==> config.mk <==
export PLATFORM = sky130hd
export DESIGN_NAME = fifo_stream_reader
export DESIGN_NICKNAME = d
export VERILOG_FILES = /design/src/rtl/fifo_stream_reader.sv
export SDC_FILE = /design/constraint.sdc
export NUM_CORES = 1
export LEC_CHECK = 0
export CORE_ASPECT_RATIO = 1.25
export CORE_MARGIN = 1
export CORE_UTILIZATION = 30
export CTS_BUF_LIST = sky130_fd_sc_hd__clkbuf_8
export CTS_CLUSTER_SIZE = 30
export DETAILED_ROUTE_END_ITERATION = 12
export GPL_ROUTABILITY_DRIVEN = 0
export PLACE_DENSITY = 0.57
export SYNTH_ARGS = -nofsm -noshare
export SYNTH_HDL_FRONTEND = slang
export SYNTH_SLANG_ARGS = --single-unit
==> constraint.sdc <==
create_clock -name clk -period 5.6 [get_ports clk]
set_clock_uncertainty 0.1 [all_clocks]
set_input_delay 1.12 -clock clk [delete_from_list [all_inputs] [get_ports clk]]
set_output_delay 1.12 -clock clk [all_outputs]
set_load 0.005 [all_outputs]
==> src/rtl/fifo_stream_reader.sv <==
// fifo_stream_reader: read-side master for a synchronous FIFO.
// Pops words with a 1-cycle read latency and re-presents them on a
// valid/ready stream through a 2-entry skid buffer. Reads are issued only
// when a buffer slot is guaranteed free on arrival, so the stream never
// loses or duplicates a word under backpressure.
module fifo_stream_reader #(
    parameter int DATA_WIDTH = 16,
    parameter int CNT_WIDTH  = 16
) (
    input  logic                  clk,
    input  logic                  rst,
    input  logic                  en,
    output logic                  fifo_rd_en,
    input  logic [DATA_WIDTH-1:0] fifo_dout,
    input  logic                  fifo_empty,
    output logic                  m_valid,
    input  logic                  m_ready,
    output logic [DATA_WIDTH-1:0] m_data,
    output logic [1:0]            buf_level,
    output logic [CNT_WIDTH-1:0]  xfer_cnt
);

    typedef enum logic [1:0] {
        EMPTY = 2'd0,
        ONE   = 2'd1,
        TWO   = 2'd2
    } level_t;

    level_t                  state;
    logic                    infl;   // a read was issued last cycle; its data is on fifo_dout now
    logic [DATA_WIDTH-1:0]   tail;   // second entry; m_data itself is the head entry
    logic                    pop;
    logic                    push;
    logic [2:0]              occ;    // slots committed after this cycle's pop

    assign pop       = m_valid & m_ready;
    assign push      = infl;
    assign buf_level = state;

    // Credit check: buffered + in-flight - leaving must stay below 2, so a
    // word arriving next cycle always finds a free slot.
    always_comb begin
        occ        = {1'b0, state} + {2'b00, infl} - {2'b00, pop};
        fifo_rd_en = ~rst & en & ~fifo_empty & (occ < 3'd2);
    end

    // Skid buffer occupancy FSM with registered head/valid and handshake counter.
    always_ff @(posedge clk) begin
        if (rst) begin
            state    <= EMPTY;
            infl     <= 1'b0;
            m_valid  <= 1'b0;
            m_data   <= '0;
            tail     <= '0;
            xfer_cnt <= '0;
        end else begin
            infl <= fifo_rd_en;
            if (pop)
                xfer_cnt <= xfer_cnt + {{(CNT_WIDTH-1){1'b0}}, 1'b1};
            case (state)
                EMPTY: begin
                    // No bypass: an arriving word becomes visible next cycle.
                    if (push) begin
                        m_data  <= fifo_dout;
                        m_valid <= 1'b1;
                        state   <= ONE;
                    end
                end
                ONE: begin
                    case ({push, pop})
                        2'b10: begin
                            tail  <= fifo_dout;
                            state <= TWO;
                        end
                        2'b01: begin
                            m_valid <= 1'b0;
                            state   <= EMPTY;
                        end
                        2'b11: m_data <= fifo_dout;
                        default: ;
                    endcase
                end
                TWO: begin
                    // push without pop cannot occur here thanks to the credit check.
                    if (pop) begin
                        m_data <= tail;
                        if (push)
                            tail <= fifo_dout;
                        else
                            state <= ONE;
                    end
                end
                default: begin
                    state   <= EMPTY;
                    m_valid <= 1'b0;
                end
            endcase
        end
    end

endmodule

## Word level (Yosys, flattened, before mapping)

Cells that the tools add are included.

- Bits in latches: 0
- Bits of input ports: 21
- Bits in writable memories: 0
- Memories: 0
- Word-level logic and storage cells: 52
- Flip-flop bits (word level): 52
- ROM bits: 0
- Output and inout port bits: 36

- Reduce and logical (&&, ||, !) cells: 7
- $mul: 0
- $lt $le $gt $ge: 1
- Divide/modulo/power cells: 0
- Muxes and demuxes: 15
- Bitwise operators: 7
- Equality and inequality tests: 13
- Add/subtract/negate cells: 3
- Shift operators: 0

Operator list:

| cell | count |
|---|---|
| $mux W16 | 5 |
| $pmux W16 S3 | 1 |
| $pmux W16 S2 | 1 |
| $add A16 B1 Y16 const B | 1 |
| $reduce_and A4 Y1 | 3 |
| $ne A2 B2 Y1 const B | 5 |
| $eq A2 B2 Y1 const B | 3 |
| $mux W2 | 3 |
| $pmux W2 S3 | 1 |
| $and A1 B1 Y1 | 4 |
| $eq A2 B1 Y1 const B | 2 |
| $ne A2 B1 Y1 const B | 2 |
| $pmux W2 S2 | 1 |
| $add A2 B1 Y3 | 1 |
| $lt A3 B2 Y1 const B | 1 |
| $ne A3 B2 Y1 const B | 1 |
| $not A1 Y1 | 3 |
| $pmux W1 S3 | 1 |
| $reduce_and A3 Y1 | 1 |
| $reduce_bool A3 Y1 | 1 |
| $sub A3 B1 Y3 | 1 |
| $logic_not A2 Y1 | 1 |
| $mux W1 | 2 |
| $reduce_bool A2 Y1 | 1 |

## Longest topological paths before layout

- Depth after elaboration: 4
- Gate-level depth with buffers: 9
- Depth with buffers taken out: 6

## Worst setup path before layout

No wires, ideal clock.

- Path kind: input to output
- From: input m_ready
- To: output fifo_rd_en
- Required time: 4.380 ns
- Setup slack: 1.700 ns
- Data arrival time: 2.680 ns
- Stages on the path: 7
- Buffers on the path: 1
- Cell sequence: buf_2 -> nand2_2 -> ha_1 -> or2b_1 -> fa_1 -> nand2_1 -> nor4_1

- Word-level cells in the longest chain between the ends: 4

RTL lines:

| what | RTL line | RTL |
|---|---|---|
| start, declared | 17 | `input logic m_ready,` |
| $and A1 B1 Y1 | 36 | `assign pop = m_valid & m_ready;` |
| $sub A3 B1 Y3 | 43 | `occ = {1'b0, state} + {2'b00, infl} - {2'b00, pop};` |
| $lt A3 B2 Y1 | 44 | `fifo_rd_en = ~rst & en & ~fifo_empty & (occ < 3'd2);` |
| $and A1 B1 Y1 | 44 |  |
| end, declared | 13 | `output logic fifo_rd_en,` |

No other way between the ends.

## Worst setup path in the final report

Ends and elaborated chain as after synthesis.

==> key figures <==
Run status
  • Status: completed

Yosys
  • Share of synthesized area occupied by flip-flops and latches: 43.70%
  • Warnings, synthesis: 0
  • Share of the synthesized area in the top cell type: 43.70%
  • Synth Cell Area: 0.002382 mm^2
  • Number of flops mapped to enable cells by yosys: 0
  • Avg Inst Size Synth: 9.968 um^2
  • Post-Syn Instances: 239
  • Cell variety after synth: 43
  • Top_reg_cell synth: dfxtp_1
  • Share of synthesized flip-flops with an asynchronous set or reset: 0%
  • Top-count cell post-synth: dfxtp_1
  • Synth area leaders: dfxtp_1 44%, mux2i_1 13%, nor2_1 5.4%, a211oi_2 5.3%, nor3_1 4.2%
  • Library cell with the largest summed area after synthesis: dfxtp_1
  • Top cells by count, synth: 52 x dfxtp_1, 34 x nor2_1, 32 x mux2i_1
  • Number of nets produced by synthesis: 263
  • #FFs+latches synth: 52

Routing
  • Violation count after the first detailed-route iteration: 76
  • Detailed-route via count: 1,850
  • DRC violations left: 0
  • WL/cell: 13.85 um
  • Remaining antenna violation count: 0
  • Post-Route WL: 5277 um
  • Number of optimization iterations in the first detailed-route pass: 5
  • Via/cell ratio: 4.856

Cells and area
  • Total inserted antenna cells: 0
  • Final-layout fill cell count: 774
  • Area growth from synthesis to final layout: 29.10%
  • Nets: 312
  • Share of layout cells above drive strength 1: 9.689%
  • Post-layout utilization of the core: 40.83%

Floorplan
  • Chip width: 81.71 um
  • Core region area: 0.007532 mm^2
  • Vertical die dimension: 101.6 um
  • Number of top-level pins: 57
  • Overall die area: 0.008304 mm^2
  • Placement Rows: 35
  • Initial core utilization: 31.63%

Clocking
  • TritonCTS clock tree: yes
  • Maximum level of the CTS H-tree: 2
  • Num CTS Buffers: 5
  • Clock slew at reported path FFs: 0.10 ns
  • Resize count post-CTS: 0
  • Buffers inserted during post-CTS setup optimization: 0
  • Number of hold buffers added after cts: 0
  • Clk root buf: clkbuf_8
  • Number of clock sinks: 52
  • Clk Latency, worst-skew pair: 0.30 ns
  • Clock buffer depth: 2

Pwr
  • Worst ir drop on vdd: 0.0001414 V
  • Leakage power: 1.291 nW
  • PD cells: 242.2 mW/mm^2

Worst setup path
  • Data arrival time of the critical path: 3.78 ns
  • Critical-path maximum fanout: 8
  • CP Data Required Time: 4.38 ns
  • Endpoint kind of the worst setup timing path: output port
  • Startpoint Class: input port
  • Critical Setup Path Class: input port to output port

Global routing
  • Largest net degree at the start of global routing: 57
  • Overflow left after global routing: 0
  • Global-route wire length before repair: 8542 um
  • GRT Util Overall: 13.50%
  • Number of global-route vias before repair: 1,783
  • Antenna violations before repair: 0

Timing
  • Final number of hold-violating endpoints: 0
  • Worst slew margin relative to its limit: 27.48%
  • Time the worst path needs with I/O delays and setup: 4.996 ns
  • Final Setup Violations: 0
  • Sum of negative setup slack: 0 ns
  • Max-slew violation count: 0
  • Fin crit share: 89.22%
  • Unrepaired setup endpoints after global routing: false
  • Fmax: 200.1 MHz
  • Slew @ Worst Pin: 1.088 ns

Job
  • Max-capacitance violation count: 0

Placement
  • I/O Buffers: 56
  • Detailed Place HPWL: 3525 um

Hold path
  • Hold Crit Class: flip-flop to flip-flop
-- layout make-up --
class | instances | area (um^2) | share of cell area, %
multi-input cells | 167 | 1222 | 39.75
flip-flops and latches | 52 | 1041 | 33.85
repair buffers | 58 | 570.5 | 18.55
well taps | 92 | 115.1 | 3.743
clock buffers | 5 | 68.82 | 2.238
clock inverters | 3 | 42.54 | 1.383
inverters | 4 | 15.01 | 0.4882
-- where the power goes --
part | internal (mW) | total [mW] | switching (mW)
registers | 0.382 | 0.393 | 0.0111
logic | 0.0533 | 0.0957 | 0.0424
clock network | 0.132 | 0.256 | 0.123
-- kinds of logic (layout without fill, tap and decap cells) --
group | after synthesis | after routing | share of synthesized area, %
xor+xnor | 11 | 11 | 4.044
mux | 35 | 35 | 14.86
flops | 52 | 52 | 43.70
fa+ha+maj | 3 | 3 | 1.891
buf+inv | 20 | 70 | 4.989
compound gates | 29 | 29 | 11.19
simple gates | 89 | 89 | 19.33
-- flip-flops by register name (all words and copies together), names as in the netlist --
signal,flops
tail,16
m_valid,1
m_data,16
xfer_cnt,16
infl,1
buf_level,2
-- path summary, 6_finish.rpt --
kind	startpoint	end	slack [ns]	depth (start not counted)
min reg2reg	tail[13]	tail[13]	0.41	2
min	tail[13]	tail[13]	0.41	2
max reg2reg	buf_level[1]	m_data[10]	2.84	4
max	m_ready	fifo_rd_en	0.60	8
-- per-layer routing --
| metal | vias up | GRT usage [%] | wire length, um |
|---|---|---|---|
| li1 | 936 | - | - |
| met3 | 4 | 3.604 | 183 |
| met5 | - | 0 | 0 |
| met1 | 876 | 15.33 | 2333 |
| met2 | 34 | 24.49 | 2726 |
| met4 | 0 | 3.644 | 34 |
-- cells in the final DEF, fill, tap and decap left out, types with 2 or more instances in the layout --
cell type        synthesis  final
a21oi_1                  5      5
clkdlybuf4s50_1          0     55
nor2_1                  34     34
ha_1                     2      2
a211oi_2                10     10
nand2b_2                 2      2
xor2_1                   5      5
nor2b_1                  3      3
nand2_1                  6      6
clkbuf_8                 0      5
nand4_1                  2      2
a211oi_1                 8      8
dfxtp_1                 52     52
nor3_1                  20     20
nand3_1                  6      6
nor4_1                   3      3
mux2_1                   3      3
mux2i_1                 32     32
buf_4                    1      2
and3_1                   2      2
xnor2_1                  6      6
inv_1                    4      4
-- critical path, stage by stage --
cell and delay, ns:
clkdlybuf4s50_1 0.61, nand2_2 0.17, ha_1 0.31, or2b_1 0.24, fa_1 0.48, nand2_1 0.07
nor4_1 0.23, clkdlybuf4s50_1 0.55
-- stage by stage --
step | total power, mW | setup WS (ns) | std cells | area, um^2 | hold slack (ns)
5_1_grt | 0.7861 | 0.4065 | 381 | 3075 | 0.4326
3_3_place_gp | 0.4979 | 0.6067 | 373 | 2964 | 0.3762
3_5_place_dp | 0.4992 | 0.5977 | 373 | 2964 | 0.3887
6_report | 0.7448 | 0.6037 | 381 | 3075 | 0.4077
4_1_cts | 0.7587 | 0.5808 | 381 | 3075 | 0.4150
2_1_floorplan | 0.4532 | 1.700 | 239 | 2382 | 0.3627
Power figures use the tool's default switching activity.
